### config.mk
export PLATFORM = sky130hd
export DESIGN_NAME = traffic_phase_scheduler
export DESIGN_NICKNAME = d
export VERILOG_FILES = /design/src/rtl/traffic_phase_scheduler.sv
export SDC_FILE = /design/constraint.sdc
export NUM_CORES = 1
export LEC_CHECK = 0
export CELL_PAD_IN_SITES_DETAIL_PLACEMENT = 0
export CELL_PAD_IN_SITES_GLOBAL_PLACEMENT = 2
export CORE_MARGIN = 8
export CORE_UTILIZATION = 41
export DETAILED_ROUTE_END_ITERATION = 8
export PLACE_DENSITY = 0.92
export RECOVER_POWER = 100
export SLEW_MARGIN = 25
export SYNTH_ARGS = -nofsm -noshare
export SYNTH_HDL_FRONTEND = slang
export SYNTH_SLANG_ARGS = --single-unit
### constraint.sdc
create_clock -name i_clk -period 3.2 [get_ports i_clk]
set_clock_uncertainty 0.05 [all_clocks]
set_input_delay 0.8 -clock i_clk [delete_from_list [all_inputs] [get_ports i_clk]]
set_output_delay 0.8 -clock i_clk [all_outputs]
set_load 0.01 [all_outputs]
### src/rtl/traffic_phase_scheduler.sv
// traffic_phase_scheduler
// Timing scheduler in front of the traffic-light FSM. It decides when the
// active direction's green ends (min green, gap-out, max-out), times the
// yellow interval and pulses o_newState to flip right-of-way.
// All timing runs in prescaled ticks of TICK_DIV clocks and only advances
// while i_countEnable is high.
// Optional feature: define PED_REQ_EN to add the i_pedReq input and drive
// o_pedWalk; without it the port is absent and o_pedWalk is tied low.
// o_phase is the FSM state register itself (00 START, 01 GREEN,
// 10 YELLOW, 11 CHANGE).
module traffic_phase_scheduler #(
  parameter int TICK_DIV    = 1000,
  parameter int GREEN_MIN   = 10,
  parameter int GREEN_MAX   = 30,
  parameter int YELLOW_TIME = 4,
  parameter int EXTEND      = 3,
  parameter int CNT_W       = 8
) (
  input  logic       i_clk,
  input  logic       i_nreset,
  input  logic       i_countEnable,
  input  logic       i_NSdemand,
  input  logic       i_EWdemand,
`ifdef PED_REQ_EN
  input  logic       i_pedReq,
`endif
  output logic       o_newState,
  output logic       o_nextLight,
  output logic       o_dirEW,
  output logic [1:0] o_phase,
  output logic       o_pedWalk
);

  typedef enum logic [1:0] {
    ST_START  = 2'b00,
    ST_GREEN  = 2'b01,
    ST_YELLOW = 2'b10,
    ST_CHANGE = 2'b11
  } phase_t;

  localparam int PS_W = (TICK_DIV > 1) ? $clog2(TICK_DIV) : 1;
  localparam logic [PS_W-1:0]  PS_LAST = PS_W'(TICK_DIV - 1);
  localparam logic [CNT_W-1:0] G_MIN   = CNT_W'(GREEN_MIN);
  localparam logic [CNT_W-1:0] G_MAX   = CNT_W'(GREEN_MAX);
  localparam logic [CNT_W-1:0] X_EXT   = CNT_W'(EXTEND);
  localparam logic [CNT_W-1:0] Y_LAST  = CNT_W'(YELLOW_TIME - 1);

  phase_t            state;
  logic [PS_W-1:0]   ps_cnt;
  logic [CNT_W-1:0]  pc;      // green ticks in GREEN, yellow ticks in YELLOW
  logic [CNT_W-1:0]  gc;      // ticks since own-direction demand was last seen
  logic              tick;
  logic              own_demand;
  logic              cross_demand;
  logic              ped_go;
  logic              green_exit;

  assign o_phase      = state;
  assign tick         = i_countEnable && (ps_cnt == PS_LAST);
  assign own_demand   = o_dirEW ? i_EWdemand : i_NSdemand;
  assign cross_demand = o_dirEW ? i_NSdemand : i_EWdemand;

  // Exit uses the registered counters; the move to YELLOW lands next cycle.
  // Gated on i_countEnable so a stalled scheduler never changes phase.
  assign green_exit = i_countEnable && (pc >= G_MIN) &&
                      (ped_go || (cross_demand && ((gc >= X_EXT) || (pc >= G_MAX))));

  // Phase FSM with prescaler and counters; counters clear on every phase entry.
  always_ff @(posedge i_clk or negedge i_nreset) begin
    if (!i_nreset) begin
      state       <= ST_START;
      ps_cnt      <= '0;
      pc          <= '0;
      gc          <= '0;
      o_newState  <= 1'b0;
      o_nextLight <= 1'b0;
      o_dirEW     <= 1'b0;
    end else begin
      if (i_countEnable) ps_cnt <= tick ? '0 : ps_cnt + 1'b1;
      o_newState <= 1'b0;
      case (state)
        ST_START: begin
          if (i_countEnable) begin
            state  <= ST_GREEN;
            ps_cnt <= '0;
            pc     <= '0;
            gc     <= '0;
          end
        end
        ST_GREEN: begin
          if (own_demand)             gc <= '0;
          else if (tick && gc < X_EXT) gc <= gc + 1'b1;
          if (tick && pc < G_MAX)     pc <= pc + 1'b1;
          if (green_exit) begin
            state       <= ST_YELLOW;
            o_nextLight <= 1'b1;
            ps_cnt      <= '0;
            pc          <= '0;
            gc          <= '0;
          end
        end
        ST_YELLOW: begin
          if (tick) begin
            if (pc == Y_LAST) begin
              state       <= ST_CHANGE;
              o_nextLight <= 1'b0;
              o_newState  <= 1'b1;
              ps_cnt      <= '0;
              pc          <= '0;
            end else begin
              pc <= pc + 1'b1;
            end
          end
        end
        default: begin  // ST_CHANGE: single cycle, flip right-of-way
          state   <= ST_GREEN;
          o_dirEW <= ~o_dirEW;
          ps_cnt  <= '0;
          pc      <= '0;
          gc      <= '0;
        end
      endcase
    end
  end

`ifdef PED_REQ_EN
  localparam logic WALK_ON = (GREEN_MIN > 0);
  logic ped_pending;

  assign ped_go = ped_pending;

  // Latch pedestrian requests; the request served in CHANGE becomes the walk
  // signal of the next green, while a request seen during CHANGE is kept.
  always_ff @(posedge i_clk or negedge i_nreset) begin
    if (!i_nreset) begin
      ped_pending <= 1'b0;
      o_pedWalk   <= 1'b0;
    end else begin
      if (state == ST_CHANGE) ped_pending <= i_pedReq;
      else if (i_pedReq)      ped_pending <= 1'b1;
      if (state == ST_CHANGE)
        o_pedWalk <= ped_pending && WALK_ON;
      else if (state == ST_GREEN && tick && pc == G_MIN - 1'b1)
        o_pedWalk <= 1'b0;
    end
  end
`else
  assign ped_go    = 1'b0;
  assign o_pedWalk = 1'b0;
`endif

endmodule

==> results of run 1 <==
-- metrics by stage --
| stage | utilization | setup slack, ns | std cells |
|---|---|---|---|
| 3_5_place_dp | 0.465 | 0.278 | 257 |
| 6_report | 0.477 | 0.371 | 265 |
| 5_1_grt | 0.477 | 0.259 | 265 |
| 4_1_cts | 0.484 | 0.579 | 265 |
| 3_3_place_gp | 0.465 | 0.351 | 257 |
| 2_1_floorplan | - | 0.844 | 198 |
-- sequential cells by signal (all words and copies together) (netlist names) --
name	flops
o_newState	1
pc	8
gc	8
o_nextLight	1
o_dirEW	1
ps_cnt	10
o_phase	2
-- power breakdown --
part	total [mW]	switching (mW)	internal, mW
clock	0.296	0.147	0.148
combinational	0.117	0.0591	0.0579
sequential	0.491	0.0603	0.431
total	0.904	0.267	0.637
-- layout by cell type (no fill, tap or decap), types with 5 or more instances in the layout --
master / instances
a211oi_1: 5
and2_0: 5
clkbuf_8: 5
dfrtp_1: 31
dlygate4sd3_1: 7
ha_1: 9
inv_1: 9
nand2_1: 26
nand3_1: 9
nand4_1: 5
nor2_1: 9
o21ai_0: 15
o31ai_1: 12
-- metal layers --
layer  up-vias  GRT usage
li1        758          -
met1       744      0.156
met2        41      0.194
met3         5     0.0449
met4         0     0.0455
met5         -          0
-- worst max-delay path by stage --
stage / to / cells past startpoint
2_1_floorplan: gc[0] / 7
3_3_place_gp: gc[0] / 6
3_5_place_dp: gc[0] / 6
4_1_cts: gc[0] / 6
5_1_grt: pc[2] / 7
6_report: pc[3] / 7
-- synthesized netlist by cell type, types with 2 or more instances --
library cell and instances:
o41ai_1 2, nand2b_1 2, nor2b_1 4, o21ai_0 15, o31ai_1 10, buf_2 2
a2bb2oi_1 2, a211oi_1 5, o31ai_2 2, and2_1 6, clkbuf_1 4, dfrtp_1 31
or3_1 3, inv_1 9, a31oi_1 4, and3_1 3, nor2_1 9, nand3_1 9
mux2i_1 4, o31a_1 2, nor3_1 4, nand4_1 5, a311oi_1 3, and4_1 2
xor2_1 2, a21oi_4 2, a21oi_1 3, ha_1 9, nand2_1 26
-- critical path, cell delays in order --
cell	delay [ns]
dlygate4sd3_1	0.64
nand2_1	0.18
o31ai_1	0.54
buf_4	0.28
a21oi_1	0.17
o21ai_0	0.23
o31ai_1	0.10
-- cell type report --
class                   instances  area (um2)  share of cell area
clock buffers                   5        68.8              0.0327
repair buffers                 15         128              0.0606
flip-flops and latches         31         776               0.368
inverters                       9        33.8              0.0160
clock inverters                 3        15.0             0.00713
multi-input cells             150        1020               0.485
well taps                      52        65.1              0.0309
-- logic make-up (layout without fill, tap and decap cells) --
family,after synthesis,in the layout,share of synthesized area
AO/OA/AOI/OAI,55,55,0.220
XOR/XNOR,2,2,0.00924
adder cells (fa/ha/maj),9,9,0.0594
buffers and inverters,17,32,0.0409
flip-flops,31,31,0.409
multiplexers,5,5,0.0271
other,1,1,0.00198
AND/OR/NAND/NOR,78,78,0.232
==> results.toml, run 1 <==
[detailed_routing]
postRouteAntennaNets = 0
wl_per_cell_um = 15.8
vias = 1548
drt_first_pass_iters = 4
vias_per_cell = 5.84
wl_met3_um = 183
top_layer = "met4"
met1Wirelength_um = 2060
wl_um = 4190
routed-wl-met2_um = 1890
drt_iter0_markers = 116
drc_errors = 0

[critical_path]
regToRegStartpoint = "gc[0]"
r2r_end = "pc[3]"
cp-end-kind = "register"
path_max_fanout = 6
crit_type = "in -> reg"
cp-startpoint = "i_countEnable"
r2r_slack_ns = 0.53
rr_worst_depth = 8
worstSetupStartpointType = "input port"
arrival_ns = 2.94
crit_required_ns = 3.31

[clock_tree]
clk_pin_slew_worst_paths_ns = 0.06
post_cts_resized = 0
h-tree-depth = 2
root_buffer = "clkbuf_8"
cts_buffer_depth = 2
cts_made_buffers = 5
post_cts_buffers = 0
ctsHoldBuffers = 0
clock_sinks = 31
cts_tree = "done"
clock_latency_ns = 0.28

[global_route]
grt_usage = 0.126
grt_pass1_wl_um = 7270
grt-ovfl-total = 0
grt_max_degree = 32
grt_pass1_vias = 1550
antenna_found_initial = 0

[synthesis]
synthesis.area_mm2 = 0.00190
synth-edff-count = 0
synth_top_cell_by_area = "dfrtp_1"
synth_top_area_share = 0.409
synth-seq-cells = 31
synth_area_per_cell_um2 = 9.57
yosysUniqueCellTypes = 43
synth_ff_type = "dfrtp_1"
synth-async-reset-ratio = 1.00
synth_seq_area_share = 0.409
synth_fp_nets = 212
yosys_warnings = 0
syn_inst = 198
synth_area_leaders = "dfrtp_1 (41%), ha_1 (5.9%), nand2_1 (5.1%)"

[placement]
portBuffers = 9
post-dp-hpwl_um = 3080
routabilityCongestion = 0.850
place_area_mm2 = 0.00205

[sta]
fin_crit_sh = 0.884
rsz0062_at_grt = "false"
hold_viol_final = 0
setup_viol = 0
maxSlewViolCount = 32
setup_tns_ns = 0
holdWs_ns = 0.429
min_period_ns = 2.83
fmax_mhz = 353
slew_headroom = -0.0847
tightest_slew_ns = 1.63

[final_layout]
nets = 226
nFillCells = 423
layout-drive-gt1-share = 0.0939
insertedDiodeCount = 0
area_growth_pct = 11.2
post-route-cell-area_mm2 = 0.00211

[min_path]
worstHoldPathCells = 1
holdCritPathClass = "reg -> reg"
hp-start = "gc[4]"
min_to = "gc[4]"

[floorplanning]
io_pins = 11
core_region_area_mm2 = 0.00441
die_x_um = 84.0
initial_core_util = 0.429
dieHeight_um = 84.0
fp.dieArea_mm2 = 0.00706
fp-row-count = 24

[outcome]
violations = "capacitance limit, slew limit"
status = "finished with violations"

[pwr]
powerDensity_mw_per_mm2 = 429
leakage_nw = 0.941
ir_worst_vdd_mv = 0.233
power_mw = 0.904

[flow_run]
maxCapViolCount = 1
(Power assumes the default switching activity.)
==> run 2: changes to the inputs <==
- PLACE_DENSITY: 0.92 -> default
- PLACE_DENSITY_LB_ADDON: default -> 0.1
==> results.toml, run 2 (same netlist as run 1, synthesis figures left out) <==
[final_layout]
finish.utilization = 0.473
nets = 226
insertedDiodeCount = 0
nFillCells = 451
largest_reg_flops = 10
layout_common_cells = "dfrtp_1 (31), nand2_1 (26), o21ai_0 (15)"
area_growth_pct = 10.0
final_common_cell = "dfrtp_1"
largest_register = "ps_cnt"
largestRegisters = "ps_cnt x10, gc x8, pc x8"
layout-drive-gt1-share = 0.0802

[sta]
fmax_mhz = 351
min_period_ns = 2.85
setup_viol = 0
rsz0062_at_grt = "false"
fin_crit_sh = 0.889
slew_headroom = -0.162
tightest_slew_ns = 1.74
setup_tns_ns = 0
holdWs_ns = 0.433
hold_viol_final = 0
maxSlewViolCount = 32

[global_route]
grt_usage = 0.125
grt.met3_usage = 0.0342
grt_use_met1 = 0.150
grt-ovfl-total = 0
antenna_found_initial = 0
busiest_layer = "met2"
grt_pass1_wl_um = 7290
met2_usage = 0.211
grt_pass1_vias = 1511
grt_max_degree = 32

[critical_path]
crit_required_ns = 3.28
worstSetupEndpoint = "pc[0]"
r2r_slack_ns = 0.62
rr_worst_depth = 8
path_max_fanout = 7
crit_chain = "dlygate4sd3_1 > nand2_1 > o31ai_1 > clkbuf_1 > nor4_1 > a21oi_1 > o21ai_0"
cp-startpoint = "i_countEnable"
cpPeakStageDelay_ns = 0.63
cp-end-kind = "register"
regToRegStartpoint = "gc[0]"
crit_type = "in -> reg"
slowest_stage = "dlygate4sd3_1"
r2r_end = "pc[3]"
cp.depth = 7
arrival_ns = 2.93
cp_top_family = "compound AO/OA/AOI/OAI gates"
worstSetupStartpointType = "input port"
path_buf_inv = 2

[floorplanning]
dieHeight_um = 84.0
fp-row-count = 24
io_pins = 11
initial_core_util = 0.429
fp.dieArea_mm2 = 0.00706
die_x_um = 84.0
core_region_area_mm2 = 0.00441

[placement]
portBuffers = 9
routabilityCongestion = 0.779
post-dp-hpwl_um = 3180

[clock_tree]
clock_latency_ns = 0.28
cts_tree = "done"
h-tree-depth = 2
root_buffer = "clkbuf_8"
post_cts_resized = 0
ctsHoldBuffers = 0
clock_sinks = 31
cts_made_buffers = 5
post_cts_buffers = 0
cts_buffer_depth = 2
clk_pin_slew_worst_paths_ns = 0.06

[pwr]
leakage_nw = 0.935
powerDensity_mw_per_mm2 = 439
ir_worst_vdd_mv = 0.261

[detailed_routing]
wl_per_cell_um = 16.1
drt_iter0_markers = 30
wl_um = 4250
drc_errors = 0
postRouteAntennaNets = 0
drt_first_pass_iters = 4
vias = 1521
vias_per_cell = 5.76

[min_path]
holdCritPathClass = "reg -> reg"

[outcome]
violations = "capacitance limit, slew limit"
status = "finished with violations"

[flow_run]
maxCapViolCount = 1
## run 2: cell count changes in the layout (fill, tap and decap cells not counted), sizes merged
cell	delta
clkbuf	+1
clkinv	-2
## run 2: worst min path at each step
| stage | end | cells after the start | slack (ns) | from |
|---|---|---|---|---|
| 2_1_floorplan | ps_cnt[9] | 1 | 0.39 | ps_cnt[9] |
| 3_3_place_gp | gc[4] | 1 | 0.41 | gc[4] |
| 3_5_place_dp | gc[4] | 1 | 0.41 | gc[4] |
| 4_1_cts | gc[4] | 1 | 0.43 | gc[4] |
| 5_1_grt | gc[2] | 1 | 0.45 | gc[2] |
| 6_report | gc[4] | 1 | 0.43 | gc[4] |
## run 2: layout make-up
class | count | area (um2) | share of cell area
clock buffers | 6 | 82.6 | 0.0396
repair buffers | 15 | 124 | 0.0594
well taps | 52 | 65.1 | 0.0312
multi-input cells | 150 | 1000 | 0.479
clock inverters | 1 | 5.00 | 0.00240
inverters | 9 | 33.8 | 0.0162
flip-flops and latches | 31 | 776 | 0.372
## run 2: stage by stage
stage	std cells	power [mW]	setup slack [ns]	instance area, um2
after floorplan	198	0.575	0.844	1900
after global routing	264	0.976	0.189	2090
after global placement	257	0.614	0.366	2050
final	264	0.916	0.354	2090
after detailed placement	257	0.617	0.256	2050
after CTS	264	0.931	0.576	2140
## run 2: layer usage
| metal | vias to the layer above | wire (um) |
|---|---|---|
| met3 | 6 | 119 |
| met4 | 0 | 47 |
| met2 | 19 | 2120 |
| li1 | 754 | - |
| met1 | 742 | 1960 |
| met5 | - | 0 |
## run 2: report_power, final
group          switching [mW]  leakage, nW  internal (mW)
combinational          0.0612        0.477         0.0585
sequential             0.0587        0.411          0.431
clock                   0.138       0.0470          0.168
total                   0.258        0.935          0.658
==> run 3: changes to the inputs <==
- CORE_UTILIZATION: 41 -> 38
- clock period: 3.2 -> 3 ns (I/O delays scaled with it)
==> results.toml, run 3 (same netlist as run 1, synthesis figures left out) <==
[outcome]
status = "finished with violations"
violations = "capacitance limit, slew limit"

[global_route]
grt_use_met1 = 0.158
grt_max_degree = 32
antenna_found_initial = 0
grt-ovfl-total = 0
grt_pass1_wl_um = 7330
grt_pass1_vias = 1471
grt.met3_usage = 0.0274
grt_usage = 0.122
met2_usage = 0.197
busiest_layer = "met2"

[sta]
tightest_slew_ns = 1.71
hold_viol_final = 0
slew_headroom = -0.139
fmax_mhz = 369
setup_tns_ns = 0
holdWs_ns = 0.434
setup_viol = 0
fin_crit_sh = 0.902
min_period_ns = 2.71
maxSlewViolCount = 32
rsz0062_at_grt = "false"
layout_setup_ws_ns = 0.293

[pwr]
power_mw = 0.978
ir_worst_vdd_mv = 0.216
leakage_nw = 0.946
powerDensity_mw_per_mm2 = 457

[clock_tree]
post_cts_buffers = 0
clock_sinks = 31
post_cts_resized = 0
root_buffer = "clkbuf_8"
cts_made_buffers = 5
cts_buffer_depth = 2
h-tree-depth = 2
clock_latency_ns = 0.28
ctsHoldBuffers = 0
clk_pin_slew_worst_paths_ns = 0.06
cts_tree = "done"

[critical_path]
cp-end-kind = "register"
slowest_stage = "dlygate4sd3_1"
crit_required_ns = 3.09
regToRegStartpoint = "gc[0]"
rr_worst_depth = 7
r2r_end = "gc[1]"
worstSetupStartpointType = "input port"
r2r_slack_ns = 0.48
arrival_ns = 2.80
cpPeakStageDelay_ns = 0.74
crit_chain = "dlygate4sd3_1 > nand2_1 > o31ai_2 > buf_4 > nor4_4 > a21oi_2 > o31ai_1"
crit_type = "in -> reg"
path_max_fanout = 9

[detailed_routing]
postRouteAntennaNets = 0
vias_per_cell = 5.49
drt_iter0_markers = 67
drt_first_pass_iters = 4
drc_errors = 0
wl_um = 4420
vias = 1544
wl_per_cell_um = 15.7

[placement]
post-dp-hpwl_um = 3310
portBuffers = 9
place_area_mm2 = 0.00209
routabilityCongestion = 0.796
dp_cells = 274
pre_cts_ws_ns = 0.123

[final_layout]
post-route-cell-area_mm2 = 0.00214
layout_common_cells = "dfrtp_1 (31), nand2_1 (26), o21ai_0 (15)"
final_cells = 281
nets = 228
layout-drive-gt1-share = 0.0981
final_common_cell = "dfrtp_1"
area_growth_pct = 12.9
largestRegisters = "ps_cnt x10, gc x8, pc x8"
largest_reg_flops = 10
insertedDiodeCount = 0
finish.utilization = 0.450
largest_register = "ps_cnt"

[floorplanning]
io_pins = 11
initial_core_util = 0.399
core_region_area_mm2 = 0.00475
fp.dieArea_mm2 = 0.00750
dieHeight_um = 86.6
die_x_um = 86.6
fp-row-count = 25

[min_path]
holdCritPathClass = "reg -> reg"
min_to = "gc[4]"
worstHoldPathCells = 1
hp-start = "gc[4]"

[flow_run]
maxCapViolCount = 1
[run 3: cell types whose count changed in the layout (fill, tap and decap cells not counted), sizes merged]
| cell | change |
|---|---|
| buf | +1 |
| clkbuf | +1 |
| clkdlybuf4s50 | +1 |
| dlygate4sd3 | -1 |
[run 3: critical path: cells and delay by family]
kind / cells / cell delay (ns)
buf+inv: 2 / 0.98
compound gates: 3 / 0.80
simple gates: 2 / 0.27
[run 3: final cells by class]
cell class	instances	area, um2
Clock buffer	6	82.6
Clock inverter	1	5.00
Fill cell	489	2620
Inverter	9	33.8
Multi-Input combinational cell	150	1020
Sequential cell	31	776
Tap cell	67	83.8
Timing Repair Buffer	17	135
[run 3: worst max-delay path by stage]
stage                     slack (ns)  cells after the start     startpoint         end
final                           0.29                      7  i_countEnable       pc[7]
after floorplan                 0.69                      7  i_countEnable       gc[0]
after detailed placement        0.12                      7  i_countEnable       pc[7]
after CTS                       0.40                      7  i_countEnable       pc[7]
after global placement          0.17                      6  i_countEnable  o_phase[1]
after global routing            0.17                      2       i_nreset       gc[7]
[run 3: routing by layer]
metal	share of wire	up-vias
li1	-	760
met1	0.48	750
met2	0.48	30
met3	0.034	4
met4	0.0070	0
met5	0	-
[run 3: power breakdown]
part           leakage [nW]  total [mW]  internal (mW)  switching, mW
sequential            0.411       0.522          0.460         0.0621
combinational         0.487       0.124         0.0621         0.0621
clock                0.0470       0.332          0.180          0.152
total                 0.946       0.978          0.701          0.276
